--- src/rtl/cu_sequencer_if.sv ---
// cu_sequencer_if -- control bus between the instruction decoder and the
// micro-sequencer.
//   master : drives en, COUNTER_LD/INC/CLR, opcode; observes the state outputs
//   slave  : the sequencer itself
//   CPU_state  [states-1:0] one-hot current control state
//   state_idx  [5:0]        binary current control state
//   instr_done              one-cycle pulse after an instruction completes
//   illegal_op              one-cycle pulse after a load of an unmapped opcode
interface cu_sequencer_if #(
    parameter int states = 40
);
    logic              en;
    logic              COUNTER_LD;
    logic              COUNTER_INC;
    logic              COUNTER_CLR;
    logic [4:0]        opcode;
    logic [states-1:0] CPU_state;
    logic [5:0]        state_idx;
    logic              instr_done;
    logic              illegal_op;

    modport master (
        output en, COUNTER_LD, COUNTER_INC, COUNTER_CLR, opcode,
        input  CPU_state, state_idx, instr_done, illegal_op
    );

    modport slave (
        input  en, COUNTER_LD, COUNTER_INC, COUNTER_CLR, opcode,
        output CPU_state, state_idx, instr_done, illegal_op
    );
endinterface

--- src/rtl/cu_sequencer.sv ---
// cu_sequencer -- one-hot control-state sequencer for the CPU control unit.
// Holds a registered 6-bit state index; the one-hot CPU_state is a pure decode
// of that register, so control inputs show up one edge after they are sampled.
// Ports:
//   clk  system clock, rising edge
//   rst  asynchronous, active-high reset (index forced to fetch1 = 0)
//   bus  cu_sequencer_if.slave (controls in, state/pulses out)
module cu_sequencer #(
    parameter int states = 40
) (
    input  logic clk,
    input  logic rst,
    cu_sequencer_if.slave bus
);
    // Index is 6 bits wide, so states must not exceed 63.
    localparam logic [5:0] NUM_STATES = 6'(states);
    localparam logic [5:0] LAST_IDX   = 6'(states - 1);
    localparam logic [5:0] NOP1_IDX   = 6'd3;

    logic [5:0] idx;
    logic       done_q;
    logic       illegal_q;

    // Start index of each instruction routine; unmapped opcodes run nop1.
    function automatic logic [5:0] op_start(input logic [4:0] op);
        case (op)
            5'd0:    op_start = 6'd3;
            5'd1:    op_start = 6'd4;
            5'd2:    op_start = 6'd5;
            5'd3:    op_start = 6'd7;
            5'd4:    op_start = 6'd9;
            5'd5:    op_start = 6'd13;
            5'd6:    op_start = 6'd17;
            5'd7:    op_start = 6'd21;
            5'd8:    op_start = 6'd22;
            5'd9:    op_start = 6'd23;
            5'd10:   op_start = 6'd24;
            5'd11:   op_start = 6'd25;
            5'd12:   op_start = 6'd26;
            5'd13:   op_start = 6'd28;
            5'd14:   op_start = 6'd30;
            5'd15:   op_start = 6'd32;
            5'd16:   op_start = 6'd34;
            5'd17:   op_start = 6'd36;
            5'd18:   op_start = 6'd38;
            default: op_start = NOP1_IDX;
        endcase
    endfunction

    always_ff @(posedge clk or posedge rst) begin
        if (rst) begin
            idx       <= '0;
            done_q    <= 1'b0;
            illegal_q <= 1'b0;
        end else begin
            done_q    <= 1'b0;
            illegal_q <= 1'b0;
            if (idx >= NUM_STATES) begin
                // Corrupted index: recover to fetch1 even while disabled.
                idx <= '0;
            end else if (bus.en) begin
                if (bus.COUNTER_CLR) begin
                    idx    <= '0;
                    done_q <= (idx != 6'd0);
                end else if (bus.COUNTER_LD) begin
                    idx       <= op_start(bus.opcode);
                    illegal_q <= (bus.opcode > 5'd18);
                end else if (bus.COUNTER_INC) begin
                    idx <= (idx == LAST_IDX) ? 6'd0 : idx + 6'd1;
                end else if (idx == NOP1_IDX) begin
                    // nop finishes on its own without a CLR from the decoder.
                    idx    <= '0;
                    done_q <= 1'b1;
                end
            end
        end
    end

    // Out-of-range indices present as fetch1 so CPU_state is never all-zero.
    always_comb begin
        bus.CPU_state = '0;
        for (int i = 0; i < states; i++)
            bus.CPU_state[i] = (idx == 6'(i));
        bus.CPU_state[0] = bus.CPU_state[0] | (idx >= NUM_STATES);
    end

    assign bus.state_idx  = idx;
    assign bus.instr_done = done_q;
    assign bus.illegal_op = illegal_q;
endmodule

--- src/flat_wrapper.sv ---
// flat-port wrapper written by rule: the top's interface ports become plain ports
module cu_sequencer_flat 
#(
    parameter int states = 40
)
  (clk, rst, bus_en, bus_COUNTER_LD, bus_COUNTER_INC, bus_COUNTER_CLR, bus_opcode, bus_CPU_state, bus_state_idx, bus_instr_done, bus_illegal_op);
  cu_sequencer_if #(.states(states)) bus_i ();
  input  logic clk;
  input  logic rst;
  input wire logic [$bits(bus_i.en)-1:0] bus_en;
  input wire logic [$bits(bus_i.COUNTER_LD)-1:0] bus_COUNTER_LD;
  input wire logic [$bits(bus_i.COUNTER_INC)-1:0] bus_COUNTER_INC;
  input wire logic [$bits(bus_i.COUNTER_CLR)-1:0] bus_COUNTER_CLR;
  input wire logic [$bits(bus_i.opcode)-1:0] bus_opcode;
  output wire logic [$bits(bus_i.CPU_state)-1:0] bus_CPU_state;
  output wire logic [$bits(bus_i.state_idx)-1:0] bus_state_idx;
  output wire logic [$bits(bus_i.instr_done)-1:0] bus_instr_done;
  output wire logic [$bits(bus_i.illegal_op)-1:0] bus_illegal_op;
  assign bus_i.en = bus_en;
  assign bus_i.COUNTER_LD = bus_COUNTER_LD;
  assign bus_i.COUNTER_INC = bus_COUNTER_INC;
  assign bus_i.COUNTER_CLR = bus_COUNTER_CLR;
  assign bus_i.opcode = bus_opcode;
  assign bus_CPU_state = bus_i.CPU_state;
  assign bus_state_idx = bus_i.state_idx;
  assign bus_instr_done = bus_i.instr_done;
  assign bus_illegal_op = bus_i.illegal_op;
  cu_sequencer #(.states(states)) u_core (.clk(clk), .rst(rst), .bus(bus_i));
endmodule
--- config.mk ---
export PLATFORM = sky130hd
export DESIGN_NAME = cu_sequencer_flat
export DESIGN_NICKNAME = d
export VERILOG_FILES = /design/src/rtl/cu_sequencer_if.sv /design/src/rtl/cu_sequencer.sv /design/src/flat_wrapper.sv
export SDC_FILE = /design/constraint.sdc
export NUM_CORES = 1
export LEC_CHECK = 0
export CORE_MARGIN = 4
export CORE_UTILIZATION = 36
export DETAILED_ROUTE_END_ITERATION = 7
export PLACE_DENSITY = 0.73
export REMOVE_ABC_BUFFERS = 1
export SLEW_MARGIN = 0
export SYNTH_ARGS = -nofsm -noshare
export SYNTH_HDL_FRONTEND = slang
export SYNTH_SLANG_ARGS = --single-unit
--- constraint.sdc ---
create_clock -name clk -period 1.9 [get_ports clk]
set_input_delay 0.19 -clock clk [delete_from_list [all_inputs] [get_ports clk]]
set_output_delay 0.19 -clock clk [all_outputs]
set_load 0.005 [all_outputs]
### After elaboration in Yosys (flattened, before gate mapping)

Memories as Yosys holds them, arrays and structs flattened.
Index checks and enable logic that the tools add are counted.

| word-level totals | value |
|---|---|
| register bits | 8 |
| bits in latches | 0 |
| bits in writable memories | 0 |
| bits in read-only memories | 192 |
| memories | 1 |

Memories:

| name | words | bits a word | read ports | clocked after Yosys merged registers in | wr ports | line | source |
|---|---|---|---|---|---|---|---|
| (no name shown) | 32 | 6 | 1 | 0 | 0 | cu_sequencer.sv:26 | `case (op)` |

| operators by class | value |
|---|---|
| $add $sub $neg | 1 |
| $mul | 0 |
| divide/modulo/power cells | 0 |
| order comparisons | 2 |
| equality and inequality tests | 39 |
| shift operators | 0 |
| mux-type cells | 17 |
| bitwise logic cells | 1 |
| reduce and logical (&&, ||, !) cells | 5 |

Operators with widths:

| cell | number |
|---|---|
| $eq 6x5->1 const B | 16 |
| $eq 6x4->1 const B | 8 |
| $eq 6x6->1 const B | 8 |
| $mux 6 | 7 |
| $eq 6x3->1 const B | 4 |
| $eq 6x2->1 const B | 2 |
| $mux 1 | 10 |
| $add 6x1->6 const B | 1 |
| $eq 6x1->1 const B | 1 |
| $ge 6x6->1 const B | 1 |
| $logic_not 6->1 | 1 |
| $reduce_bool 6->1 | 1 |
| $gt 5x5->1 const B | 1 |
| $reduce_bool 5->1 | 1 |
| $reduce_and 2->1 | 1 |
| $reduce_bool 2->1 | 1 |
| $or 1x1->1 | 1 |

### Logic depth before layout (Yosys ltp)

Gate-level depths: netlist of the first run.

| logic depth | value |
|---|---|
| word-level depth | 7 |
| depth in mapped cells | 6 |
| mapped depth without buffers | 6 |

### Worst setup path before layout of the first run

OpenSTA, ideal clock, no wires.

| path | value |
|---|---|
| kind | register to register |
| from | register u_core.idx[0] (netlist: u_core.bus.state_idx[0]) |
| to | register u_core.idx[1] (netlist: u_core.bus.state_idx[1]) |
| setup time | 0.122 ns |
| arrival | 1.410 ns |
| required time | 1.778 ns |
| setup slack | 0.369 ns |
| cell stages (with the launch flop) | 5 |
| buffers on the path | 0 |
| clock period less this slack | 1.531 ns |
| cell sequence | dfrtp_1 ha_1 and2_1 o311a_1 a32o_1 |

| between the ends | value |
|---|---|
| elaborated cells between the ends (all ways) | 13 |
| those cells by class | 1 x add/sub; 1 x order compare; 2 x eq/ne; 6 x mux; 3 x reduce/logical |

RTL lines:

| item | line | source |
|---|---|---|
| start, declared | cu_sequencer.sv:20 | `logic [5:0] idx;` |
| start signal, assigned | cu_sequencer.sv:66 | `idx <= op_start(bus.opcode);` |
| start signal, assigned | cu_sequencer.sv:69 | `idx <= (idx == LAST_IDX) ? 6'd0 : idx + 6'd1;` |
| $eq 6x2->1 | n/a |  |
| via bus_CPU_state[3] | flat_wrapper.sv:15 | `output wire logic [$bits(bus_i.CPU_state)-1:0] bus_CPU_state;` |
| $reduce_bool 5->1 (no source line) | n/a |  |
| $reduce_and 2->1 (no source line) | n/a |  |

The timed path passes the listed nets, and every way through them passes these cells. The select of a mux whose other input is x is not followed.
A chain may end at the register's enable or synchronous reset.

### Final worst setup path of the first run

| path | value |
|---|---|
| from | register u_core.idx[5] (netlist: u_core.bus.state_idx[5]) |
| to | output bus_CPU_state[24] |

| between the ends | value |
|---|---|
| cells in the longest elaborated chain, start to end | 1 |

RTL lines:

| item | line | source |
|---|---|---|
| $eq 6x5->1 | cu_sequencer.sv:83 | `bus.CPU_state[i] = (idx == 6'(i));` |
| end, declared | flat_wrapper.sv:15 |  |

Every way passes these cells.

==> flow_results.xml, run 1 <==
<?xml version="1.0" encoding="UTF-8"?>
<metrics>
  <group name="synthesis">
    <metric name="ys_ff_latch" unit="">8</metric>
    <metric name="netlist_area_pre_place" unit="mm2">0.00117</metric>
    <metric name="postSynthCellCount" unit="">156</metric>
    <metric name="netlist-cell-type-count" unit="">46</metric>
    <metric name="ys.warnings.count" unit="">0</metric>
    <metric name="synth_async_sr_flop_share" unit="%">100</metric>
    <metric name="yosys_most_used_dff" unit="">dfrtp_1</metric>
    <metric name="number_of_enable_flip_flop_cells_after_synthesis" unit="">0</metric>
    <metric name="syn_area_per_cell" unit="um2">7.51</metric>
    <metric name="synth_sequential_area_ratio" unit="%">17.1</metric>
  </group>
  <group name="final_layout">
    <metric name="areaGrowthSynthToFinish" unit="%">99.7</metric>
    <metric name="layout.cells.most_common" unit="">buf_4</metric>
    <metric name="layout-drive-gt1-share" unit="%">36.2</metric>
    <metric name="layout_common_cells" unit="">48 x buf_4, 25 x dlygate4sd2_1, 22 x and2_1, 22 x clkdlybuf4s50_1</metric>
    <metric name="final_net_count" unit="">287</metric>
    <metric name="count_of_antenna_diodes_in_the_layout" unit="">0</metric>
  </group>
  <group name="global_routing">
    <metric name="grt_antenna_before_repair" unit="">0</metric>
    <metric name="grt_pass1_vias" unit="">1542</metric>
    <metric name="grt_first_pass_wirelength" unit="mm">7.85</metric>
    <metric name="track_usage" unit="%">23.3</metric>
    <metric name="global_route.overflow_total" unit="">0</metric>
    <metric name="grt_max_degree" unit="">13</metric>
  </group>
  <group name="outcome">
    <metric name="violations" unit="">setup timing</metric>
    <metric name="outcome" unit="">finished, violations left</metric>
  </group>
  <group name="clock_network">
    <metric name="cts_buffers" unit="">3</metric>
    <metric name="cts_hold_buffers" unit="">0</metric>
    <metric name="clk_pin_slew_worst_paths" unit="ps">60</metric>
    <metric name="cts_num_sinks" unit="">8</metric>
    <metric name="h-tree-depth" unit="">1</metric>
    <metric name="worstSkewPairLatency" unit="ps">260</metric>
    <metric name="cts_root_buf" unit="">clkbuf_4</metric>
    <metric name="clock_tree.buffer_depth" unit="">2</metric>
    <metric name="tritoncts_clock_tree" unit="">built</metric>
  </group>
  <group name="sta">
    <metric name="fin_setup_tns" unit="ps">-140</metric>
    <metric name="finalClockSkew" unit="ps">4.32</metric>
    <metric name="report.final.hold_viol_count" unit="">0</metric>
    <metric name="whs" unit="ps">185</metric>
    <metric name="setup-violations-final" unit="">7</metric>
    <metric name="max_freq" unit="MHz">517</metric>
    <metric name="final_critical_path_setup_slack" unit="ps">-33.5</metric>
    <metric name="final_period_minus_worst_setup_slack" unit="ps">1930</metric>
    <metric name="max-slew-margin-rel" unit="%">69.5</metric>
    <metric name="layout_worst_path_cycle_share" unit="%">102</metric>
    <metric name="slew_violations" unit="">0</metric>
    <metric name="rsz0062_at_grt" unit="">yes</metric>
    <metric name="transition_time_at_the_pin_with_the_least_slew_margin" unit="ps">452</metric>
  </group>
  <group name="pwr">
    <metric name="pwr_density_cell" unit="mW/mm2">370</metric>
    <metric name="total_leakage_power" unit="nW">1.24</metric>
    <metric name="vdd_ir_drop_max" unit="uV">154</metric>
  </group>
  <group name="drt">
    <metric name="drtIter0Drc" unit="">110</metric>
    <metric name="drt-total-wl" unit="mm">5.03</metric>
    <metric name="detailroute.via_count" unit="">1679</metric>
    <metric name="post-route-drc-count" unit="">0</metric>
    <metric name="vias_per_cell" unit="">5.43</metric>
    <metric name="wl_cell" unit="um">16.3</metric>
    <metric name="detail_route.first_pass.iterations" unit="">4</metric>
    <metric name="route.antenna.remaining_nets" unit="">0</metric>
  </group>
  <group name="die">
    <metric name="die_height" unit="um">65.0</metric>
    <metric name="ios" unit="">59</metric>
    <metric name="placeableCoreArea" unit="mm2">0.00308</metric>
    <metric name="start_util" unit="%">38.0</metric>
    <metric name="design.die.area" unit="mm2">0.00423</metric>
    <metric name="std_cell_rows" unit="">20</metric>
    <metric name="die_width" unit="um">65.0</metric>
  </group>
  <group name="worst_setup_path">
    <metric name="critPathKind" unit="">reg -&gt; out</metric>
    <metric name="slack_of_the_worst_reg_to_reg_path" unit="ps">-10</metric>
    <metric name="timing.critical_path.cells" unit="">buf_4 -&gt; buf_4 -&gt; nor2_2 -&gt; and3_1 -&gt; clkdlybuf4s50_1</metric>
    <metric name="timing.critical_path.required" unit="ps">1710</metric>
    <metric name="critical_path.reg2reg.startpoint" unit="">u_core.bus.state_idx[4]$_DFFE_PP0P_</metric>
    <metric name="reg2reg_to" unit="">u_core.bus.instr_done$_DFF_PP0_</metric>
    <metric name="crit_path_start_kind" unit="">flop</metric>
    <metric name="ff2ff_path_depth" unit="">10</metric>
    <metric name="timing.critical_path.slowest_cell_delay" unit="ps">490</metric>
    <metric name="timing.critical_path.from" unit="">u_core.bus.state_idx[5]$_DFFE_PP0P_</metric>
    <metric name="worst_ep_arrival_time" unit="ps">1740</metric>
    <metric name="critical-path-slowest-cell" unit="">clkdlybuf4s50_1</metric>
    <metric name="critical_path.max_fanout" unit="">4</metric>
    <metric name="cp-end-kind" unit="">output port</metric>
    <metric name="crit_path_end" unit="">bus_CPU_state[24]</metric>
    <metric name="timing.critical_path.mode_cell" unit="">buf_4</metric>
  </group>
  <group name="hold_path">
    <metric name="worst_hold_path_type" unit="">in -&gt; async</metric>
  </group>
  <group name="job">
    <metric name="maxCapViolCount" unit="">0</metric>
  </group>
  <group name="place">
    <metric name="port-buffer-count" unit="">58</metric>
    <metric name="pre_cts_slack" unit="ps">2.01</metric>
    <metric name="detailed_place_hpwl" unit="mm">3.48</metric>
    <metric name="finalWeightedCongestion" unit="">0.931</metric>
  </group>
</metrics>
==> power by group <==
group | total, mW | switching (mW) | leakage, nW | internal [mW]
sequential | 0.205 | 0.0214 | 0.102 | 0.184
combinational | 0.522 | 0.225 | 1.12 | 0.297
clock | 0.138 | 0.0647 | 0.0138 | 0.0728
total | 0.865 | 0.312 | 1.24 | 0.554
==> worst max-delay path: cells and delay by family (launching register included) <==
| kind | cells | cell delay [ps] |
|---|---|---|
| buf+inv | 3 | 780 |
| flops | 1 | 410 |
| simple gates | 2 | 290 |
==> final cells by class <==
cell class | instances | area [um2]
flip-flops and latches | 8 | 205
repair buffers | 114 | 990
inverters | 14 | 57.6
well taps | 44 | 55.1
multi-input cells | 126 | 1010
fillers | 221 | 739
clock buffers | 3 | 22.5
==> what timing repair did <==
action / in CTS / in global routing
pin swaps: 16 / 6
buffers inserted: 24 / 10
setup endpoints to repair: 40 / 19
resized for setup: 65 / 29
==> layer usage <==
layer | GRT usage [%] | vias to the layer above | share of wire [%]
met5 | 0 | - | 0
met4 | 4.40 | 0 | 1.9
met2 | 44.7 | 81 | 51
met3 | 1.21 | 12 | 6.2
met1 | 28.5 | 803 | 40
li1 | - | 783 | -
==> stage by stage <==
step           instance area, um2  utilization [%]  total power [mW]  cells
6_report                     2340             76.0             0.865    309
5_1_grt                      2340             76.0             0.917    309
4_1_cts                      2240             72.8             0.801    301
3_5_place_dp                 1960             63.6             0.553    274
2_1_floorplan                1130                -             0.351    148
3_3_place_gp                 1960             63.6             0.542    274
==> cells in the mapped netlist, types with 2 or more instances <==
master	instances	area [um2]
a21oi_1	3	15.0
a32o_1	4	40.0
and3_1	8	50.1
ha_1	9	113
dfrtp_1	8	200
inv_1	14	52.6
a31oi_1	2	12.5
nand2b_1	3	18.8
o21ai_0	5	25.0
a41oi_1	2	17.5
o22ai_1	2	12.5
nor2_1	10	37.5
a21boi_0	2	15.0
or3_1	2	12.5
nand2_1	12	45.0
nor4_1	2	12.5
xnor2_1	2	17.5
buf_2	6	30.0
and2_1	24	150
nand3_1	4	20.0
nor4b_1	2	17.5
nor3_1	6	30.0
==> flip-flops by register name, indices dropped and copies added, names as in the netlist <==
register / flops
u_core.bus.state_idx: 6
u_core.bus.illegal_op: 1
u_core.bus.instr_done: 1
==> cell families after synthesis <==
| family | count (synthesis) | share of synthesized area (%) |
|---|---|---|
| XOR/XNOR | 3 | 2.24 |
| flip-flops | 8 | 17.1 |
| multiplexers | 1 | 0.855 |
| adder cells (fa/ha/maj) | 9 | 9.62 |
| buffers and inverters | 22 | 8.01 |
| AO/OA/AOI/OAI | 34 | 23.3 |
| AND/OR/NAND/NOR | 79 | 38.9 |
==> worst min path at each step <==
stage | slack (ps) | depth (start not counted) | start | endpoint
final | 190 | 2 | rst | u_core.bus.state_idx[5]$_DFFE_PP0P_
after global placement | 460 | 2 | rst | u_core.bus.illegal_op$_DFF_PP0_
after detailed placement | 460 | 2 | rst | u_core.bus.instr_done$_DFF_PP0_
after global routing | 210 | 2 | rst | u_core.bus.instr_done$_DFF_PP0_
after floorplan | 6 | 1 | rst | u_core.bus.illegal_op$_DFF_PP0_
after CTS | 200 | 2 | rst | u_core.bus.instr_done$_DFF_PP0_
No activity file was read; power rests on OpenSTA's default activity.
==> run 2: changes to the inputs <==
--- a/config.mk
+++ b/config.mk
@@ -5,7 +5,8 @@
 export SDC_FILE = /design/constraint.sdc
 export NUM_CORES = 1
 export LEC_CHECK = 0
-export CORE_MARGIN = 4
+export ABC_AREA = 0
+export CORE_MARGIN = 3
 export CORE_UTILIZATION = 36
 export DETAILED_ROUTE_END_ITERATION = 7
 export PLACE_DENSITY = 0.73
==> constraint.sdc (replaced) <==
create_clock -name clk -period 1.9 [get_ports clk]
set_input_delay 0.38 -clock clk [delete_from_list [all_inputs] [get_ports clk]]
set_output_delay 0.38 -clock clk [all_outputs]
set_load 0.005 [all_outputs]
==> run 2 against run 1 <==
The flow still finishes with violations (setup timing). Utilization up 4.8 points. Sequential power hardly changed. Fmax is 3.8% lower. Power is 8.8% higher. Final area up 6.4%.
==> flow_results.xml, run 2 (synthesized netlist as in run 1, its figures left out) <==
<?xml version="1.0" encoding="UTF-8"?>
<metrics>
  <group name="place">
    <metric name="port-buffer-count" unit="">58</metric>
    <metric name="finalWeightedCongestion" unit="">0.878</metric>
    <metric name="placement.cell_area" unit="mm2">0.00211</metric>
    <metric name="detailed_place_hpwl" unit="mm">3.68</metric>
  </group>
  <group name="clock_network">
    <metric name="cts_root_buf" unit="">clkbuf_4</metric>
    <metric name="clk_pin_slew_worst_paths" unit="ps">60</metric>
    <metric name="tritoncts_clock_tree" unit="">built</metric>
    <metric name="worstSkewPairLatency" unit="ps">260</metric>
    <metric name="cts_buffers" unit="">3</metric>
    <metric name="h-tree-depth" unit="">1</metric>
    <metric name="clock_tree.buffer_depth" unit="">2</metric>
    <metric name="cts_num_sinks" unit="">8</metric>
  </group>
  <group name="final_layout">
    <metric name="finish.instance_area" unit="mm2">0.00249</metric>
    <metric name="count_of_antenna_diodes_in_the_layout" unit="">0</metric>
    <metric name="final_net_count" unit="">297</metric>
    <metric name="areaGrowthSynthToFinish" unit="%">112</metric>
    <metric name="layout-drive-gt1-share" unit="%">50.9</metric>
    <metric name="layout_common_cells" unit="">48 x buf_4, 23 x buf_6, 18 x clkdlybuf4s50_1</metric>
    <metric name="layout.cells.most_common" unit="">buf_4</metric>
    <metric name="largest_register_ffs" unit="">6</metric>
  </group>
  <group name="drt">
    <metric name="vias_per_cell" unit="">5.33</metric>
    <metric name="route.layer.met1.wl" unit="mm">2.21</metric>
    <metric name="wl_met3" unit="um">266</metric>
    <metric name="drt-total-wl" unit="mm">5.62</metric>
    <metric name="top_layer" unit="">met4</metric>
    <metric name="route.antenna.remaining_nets" unit="">0</metric>
    <metric name="detail_route.first_pass.iterations" unit="">4</metric>
    <metric name="drtIter0Drc" unit="">91</metric>
    <metric name="wl_met2" unit="mm">2.98</metric>
    <metric name="post-route-drc-count" unit="">0</metric>
    <metric name="wl_cell" unit="um">17.6</metric>
    <metric name="detailroute.via_count" unit="">1701</metric>
  </group>
  <group name="pwr">
    <metric name="total_leakage_power" unit="nW">1.20</metric>
    <metric name="vdd_ir_drop_max" unit="uV">235</metric>
    <metric name="pwr_density_cell" unit="mW/mm2">378</metric>
  </group>
  <group name="worst_setup_path">
    <metric name="crit_path_start_kind" unit="">flop</metric>
    <metric name="slack_of_the_worst_reg_to_reg_path" unit="ps">0</metric>
    <metric name="worst_ep_arrival_time" unit="ps">1630</metric>
    <metric name="critical_path.max_fanout" unit="">4</metric>
    <metric name="reg2reg_to" unit="">u_core.bus.instr_done$_DFF_PP0_</metric>
    <metric name="ff2ff_path_depth" unit="">10</metric>
    <metric name="critical_path.reg2reg.startpoint" unit="">u_core.bus.state_idx[5]$_DFFE_PP0P_</metric>
    <metric name="timing.critical_path.required" unit="ps">1520</metric>
    <metric name="critPathKind" unit="">reg -&gt; out</metric>
    <metric name="cp-end-kind" unit="">output port</metric>
  </group>
  <group name="die">
    <metric name="die_height" unit="um">63.0</metric>
    <metric name="design.die.area" unit="mm2">0.00397</metric>
    <metric name="start_util" unit="%">38.0</metric>
    <metric name="ios" unit="">59</metric>
    <metric name="die_width" unit="um">63.0</metric>
    <metric name="std_cell_rows" unit="">20</metric>
    <metric name="placeableCoreArea" unit="mm2">0.00308</metric>
  </group>
  <group name="outcome">
    <metric name="outcome" unit="">finished, violations left</metric>
    <metric name="violations" unit="">setup timing</metric>
  </group>
  <group name="job">
    <metric name="maxCapViolCount" unit="">0</metric>
  </group>
  <group name="sta">
    <metric name="slew_violations" unit="">0</metric>
    <metric name="final_critical_path_setup_slack" unit="ps">-109</metric>
    <metric name="final_period_minus_worst_setup_slack" unit="ps">2010</metric>
    <metric name="fin_setup_tns" unit="ps">-1110</metric>
    <metric name="transition_time_at_the_pin_with_the_least_slew_margin" unit="ps">438</metric>
    <metric name="report.final.hold_viol_count" unit="">0</metric>
    <metric name="layout_worst_path_cycle_share" unit="%">106</metric>
    <metric name="setup-violations-final" unit="">23</metric>
    <metric name="max-slew-margin-rel" unit="%">70.4</metric>
    <metric name="max_freq" unit="MHz">498</metric>
    <metric name="finalClockSkew" unit="ps">6.49</metric>
    <metric name="rsz0062_at_grt" unit="">yes</metric>
  </group>
  <group name="global_routing">
    <metric name="grt_max_degree" unit="">13</metric>
    <metric name="global_route.overflow_total" unit="">0</metric>
    <metric name="grt_pass1_vias" unit="">1719</metric>
    <metric name="track_usage" unit="%">27.1</metric>
    <metric name="grt_first_pass_wirelength" unit="mm">8.66</metric>
    <metric name="grt_antenna_before_repair" unit="">0</metric>
  </group>
  <group name="hold_path">
    <metric name="worst_hold_path_type" unit="">in -&gt; async</metric>
  </group>
</metrics>
==> run 2: what timing repair did <==
item / 4_1_cts / 5_1_grt
setup endpoints to repair: 42 / 45
hold buffers: 0 / 0
setup buffers: 21 / 4
resized for setup: 118 / 65
cloned: 0 / 0
pin swaps: 14 / 22
==> run 2: stage by stage <==
stage | util (%) | setup WS (ps) | power (mW) | hold WS, ps | instances
floorplan | - | 258 | 0.351 | 196 | 148
global placement | 68.6 | -119 | 0.588 | 653 | 296
detailed placement | 68.6 | -152 | 0.599 | 658 | 296
CTS | 78.0 | -236 | 0.866 | 384 | 320
global route | 80.8 | -192 | 0.992 | 415 | 319
finish | 80.8 | -109 | 0.941 | 383 | 319
==> run 2: area by class of cell <==
type	instances	area (um2)
Timing Repair Buffer	124	1060
Fill cell	206	591
Inverter	14	55.1
Clock buffer	3	22.5
Tap cell	44	55.1
Sequential cell	8	208
Multi-Input combinational cell	126	1080
==> run 2: power breakdown <==
group / internal [mW] / switching [mW] / total [mW] / leakage, nW
Combinational: 0.342 / 0.258 / 0.600 / 1.09
Clock: 0.0728 / 0.0648 / 0.138 / 0.0138
Sequential: 0.184 / 0.0196 / 0.204 / 0.0990
==> run 2: metal layers <==
| layer | track usage [%] | vias up |
|---|---|---|
| met4 | 9.64 | 0 |
| met3 | 2.52 | 16 |
| li1 | - | 796 |
| met5 | 0 | - |
| met1 | 31.9 | 826 |
| met2 | 50.3 | 63 |
==> run 2: how the worst max path moves through the flow <==
stage	cells past startpoint	end	slack, ps	startpoint
final	6	bus_CPU_state[23]	-110	u_core.bus.state_idx[5]$_DFFE_PP0P_
after global routing	6	bus_CPU_state[22]	-190	u_core.bus.state_idx[5]$_DFFE_PP0P_
after CTS	12	u_core.bus.instr_done$_DFF_PP0_	-240	u_core.bus.state_idx[2]$_DFFE_PP0P_
after detailed placement	5	bus_CPU_state[0]	-150	u_core.bus.state_idx[5]$_DFFE_PP0P_
after global placement	5	bus_CPU_state[33]	-120	u_core.bus.state_idx[2]$_DFFE_PP0P_
after floorplan	3	bus_CPU_state[20]	260	u_core.bus.state_idx[5]$_DFFE_PP0P_
==> run 2: critical path, cell delays in order, from the launching register on <==
cell	delay (ps)
dfrtp_2	430
buf_6	130
and2b_1	210
buf_4	110
nor3b_4	210
and2_1	160
buf_2	130
==> run 3: changes to the inputs <==
--- a/config.mk
+++ b/config.mk
@@ -6,10 +6,13 @@
 export NUM_CORES = 1
 export LEC_CHECK = 0
 export ABC_AREA = 0
+export CELL_PAD_IN_SITES_DETAIL_PLACEMENT = 0
+export CELL_PAD_IN_SITES_GLOBAL_PLACEMENT = 1
 export CORE_MARGIN = 3
-export CORE_UTILIZATION = 36
+export CORE_UTILIZATION = 28
 export DETAILED_ROUTE_END_ITERATION = 7
-export PLACE_DENSITY = 0.73
+export GPL_ROUTABILITY_DRIVEN = 0
+export PLACE_DENSITY_LB_ADDON = 0.1
 export REMOVE_ABC_BUFFERS = 1
 export SLEW_MARGIN = 0
 export SYNTH_ARGS = -nofsm -noshare
==> run 3 against run 2 <==
The run still ends with setup timing left. Global-route usage down 7.2 points. First-iteration DRC count rose by 23%. Critical path depth rose by 1. Highest routed layer unchanged. Hold slack gained 31 ps. Flip-flop and latch count stayed put. Via count up 0.41%. Sequential share of layout area is 0.51 points lower. Power is 4.9% higher.
==> flow_results.xml, run 3 (synthesized netlist as in run 1, its figures left out) <==
<?xml version="1.0" encoding="UTF-8"?>
<metrics>
  <group name="sta">
    <metric name="max-slew-margin-rel" unit="%">73.4</metric>
    <metric name="final_critical_path_setup_slack" unit="ps">-110</metric>
    <metric name="finalClockSkew" unit="ps">1.32</metric>
    <metric name="transition_time_at_the_pin_with_the_least_slew_margin" unit="ps">398</metric>
    <metric name="report.final.hold_viol_count" unit="">0</metric>
    <metric name="final_period_minus_worst_setup_slack" unit="ps">2010</metric>
    <metric name="rsz0062_at_grt" unit="">yes</metric>
    <metric name="max_freq" unit="MHz">498</metric>
    <metric name="setup-violations-final" unit="">8</metric>
    <metric name="slew_violations" unit="">0</metric>
    <metric name="fin_setup_tns" unit="ps">-234</metric>
    <metric name="layout_worst_path_cycle_share" unit="%">106</metric>
  </group>
  <group name="die">
    <metric name="design.die.area" unit="mm2">0.00499</metric>
    <metric name="start_util" unit="%">30.4</metric>
    <metric name="die_height" unit="um">70.7</metric>
    <metric name="placeableCoreArea" unit="mm2">0.00385</metric>
    <metric name="die_width" unit="um">70.7</metric>
    <metric name="std_cell_rows" unit="">22</metric>
    <metric name="ios" unit="">59</metric>
  </group>
  <group name="worst_setup_path">
    <metric name="timing.critical_path.required" unit="ps">1520</metric>
    <metric name="worst_ep_arrival_time" unit="ps">1630</metric>
    <metric name="slack_of_the_worst_reg_to_reg_path" unit="ps">-20</metric>
    <metric name="critPathKind" unit="">reg -&gt; out</metric>
    <metric name="ff2ff_path_depth" unit="">9</metric>
    <metric name="critical_path.max_fanout" unit="">6</metric>
    <metric name="reg2reg_to" unit="">u_core.bus.state_idx[5]$_DFFE_PP0P_</metric>
    <metric name="critical_path.reg2reg.startpoint" unit="">u_core.bus.state_idx[4]$_DFFE_PP0P_</metric>
    <metric name="crit_path_start_kind" unit="">flop</metric>
    <metric name="cp-end-kind" unit="">output port</metric>
  </group>
  <group name="drt">
    <metric name="drt-total-wl" unit="mm">5.16</metric>
    <metric name="vias_per_cell" unit="">5.10</metric>
    <metric name="wl_cell" unit="um">15.4</metric>
    <metric name="post-route-drc-count" unit="">0</metric>
    <metric name="detailroute.via_count" unit="">1708</metric>
    <metric name="detail_route.first_pass.iterations" unit="">4</metric>
    <metric name="drtIter0Drc" unit="">112</metric>
    <metric name="route.antenna.remaining_nets" unit="">0</metric>
  </group>
  <group name="final_layout">
    <metric name="finish.instance_area" unit="mm2">0.00258</metric>
    <metric name="areaGrowthSynthToFinish" unit="%">121</metric>
    <metric name="layout.cells.most_common" unit="">buf_4</metric>
    <metric name="layout-drive-gt1-share" unit="%">49.5</metric>
    <metric name="count_of_antenna_diodes_in_the_layout" unit="">0</metric>
    <metric name="final_net_count" unit="">309</metric>
    <metric name="largest_register_ffs" unit="">6</metric>
    <metric name="layout_common_cells" unit="">53 x buf_4, 32 x buf_6, 18 x clkdlybuf4s50_1</metric>
  </group>
  <group name="clock_network">
    <metric name="cts_buffers" unit="">3</metric>
    <metric name="clock_tree.buffer_depth" unit="">2</metric>
    <metric name="cts_root_buf" unit="">clkbuf_8</metric>
    <metric name="h-tree-depth" unit="">1</metric>
    <metric name="clk_pin_slew_worst_paths" unit="ps">50</metric>
    <metric name="cts_hold_buffers" unit="">0</metric>
    <metric name="tritoncts_clock_tree" unit="">built</metric>
    <metric name="worstSkewPairLatency" unit="ps">230</metric>
    <metric name="cts_num_sinks" unit="">8</metric>
  </group>
  <group name="place">
    <metric name="detailed_place_hpwl" unit="mm">3.54</metric>
    <metric name="pre_cts_slack" unit="ps">-195</metric>
    <metric name="port-buffer-count" unit="">58</metric>
    <metric name="placement.cell_area" unit="mm2">0.00209</metric>
  </group>
  <group name="global_routing">
    <metric name="grt_antenna_before_repair" unit="">0</metric>
    <metric name="global_route.overflow_total" unit="">0</metric>
    <metric name="grt_max_degree" unit="">13</metric>
    <metric name="grt_pass1_vias" unit="">1677</metric>
    <metric name="grt_first_pass_wirelength" unit="mm">8.15</metric>
    <metric name="track_usage" unit="%">19.9</metric>
  </group>
  <group name="job">
    <metric name="maxCapViolCount" unit="">0</metric>
  </group>
  <group name="pwr">
    <metric name="pwr_density_cell" unit="mW/mm2">382</metric>
    <metric name="vdd_ir_drop_max" unit="uV">210</metric>
    <metric name="total_leakage_power" unit="nW">1.28</metric>
  </group>
  <group name="outcome">
    <metric name="violations" unit="">setup timing</metric>
    <metric name="outcome" unit="">finished, violations left</metric>
  </group>
  <group name="hold_path">
    <metric name="worst_hold_path_type" unit="">in -&gt; async</metric>
  </group>
</metrics>
-- run 3: changes by cell type in the layout (fill, tap and decap cells not counted), moves of 3 or more --
cell and change:
buf_2 +3, buf_4 +5, buf_6 +9, clkbuf_4 -3
clkbuf_8 +3, clkdlybuf4s15_1 +3, clkdlybuf4s15_2 -4, dfrtp_1 +4
dfrtp_2 -4
-- run 3: area by class of cell --
cell class	instances	area [um2]
fill	294	1270
timing repair buffer	136	1170
multi-input combinational	126	1050
sequential	8	203
tap	48	60.1
inverter	14	57.6
clock buffer	3	41.3
-- run 3: critical path: stages (launching register included) --
cell and delay [ps]:
dfrtp_1 400, buf_6 150, nor4_4 270, buf_4 160
buf_6 90, buf_6 80, and2_4 140, buf_6 90
-- run 3: how the worst max path moves through the flow --
| stage | from | end | cells past startpoint |
|---|---|---|---|
| 2_1_floorplan | u_core.bus.state_idx[5]$_DFFE_PP0P_ | bus_CPU_state[20] | 3 |
| 5_1_grt | u_core.bus.state_idx[5]$_DFFE_PP0P_ | bus_CPU_state[3] | 7 |
| 3_3_place_gp | u_core.bus.state_idx[2]$_DFFE_PP0P_ | bus_CPU_state[21] | 4 |
| 6_report | u_core.bus.state_idx[5]$_DFFE_PP0P_ | bus_CPU_state[3] | 7 |
| 3_5_place_dp | u_core.bus.state_idx[2]$_DFFE_PP0P_ | bus_CPU_state[20] | 4 |
| 4_1_cts | u_core.bus.state_idx[3]$_DFFE_PP0P_ | bus_CPU_state[3] | 7 |
-- run 3: per-layer routing --
metal | track usage (%) | wire length [um] | vias up
met3 | 4.69 | 267 | 8
met2 | 36.3 | 2630 | 47
met5 | 0 | 0 | -
met1 | 24.0 | 2210 | 835
li1 | - | - | 818
met4 | 3.34 | 52 | 0
-- run 3: per-stage QoR --
step | instances | hold slack [ps] | util, % | power [mW]
after floorplan | 148 | 196 | - | 0.351
after CTS | 323 | 433 | 62.9 | 0.916
final | 335 | 414 | 67.1 | 0.987
after detailed placement | 297 | 568 | 54.3 | 0.587
after global routing | 335 | 466 | 67.1 | 1.05
after global placement | 297 | 556 | 54.3 | 0.578
-- run 3: what timing repair did --
action	4_1_cts	5_1_grt
gates resized for setup	142	50
pin swaps	15	15
setup buffers	24	12
setup endpoints to repair	44	43
cloned	0	0
-- run 3: where the power goes --
| group | total, mW | internal [mW] | leakage [nW] | switching [mW] |
|---|---|---|---|---|
| logic | 0.570 | 0.326 | 1.15 | 0.244 |
| clock network | 0.219 | 0.138 | 0.0216 | 0.0801 |
| registers | 0.199 | 0.184 | 0.105 | 0.0151 |
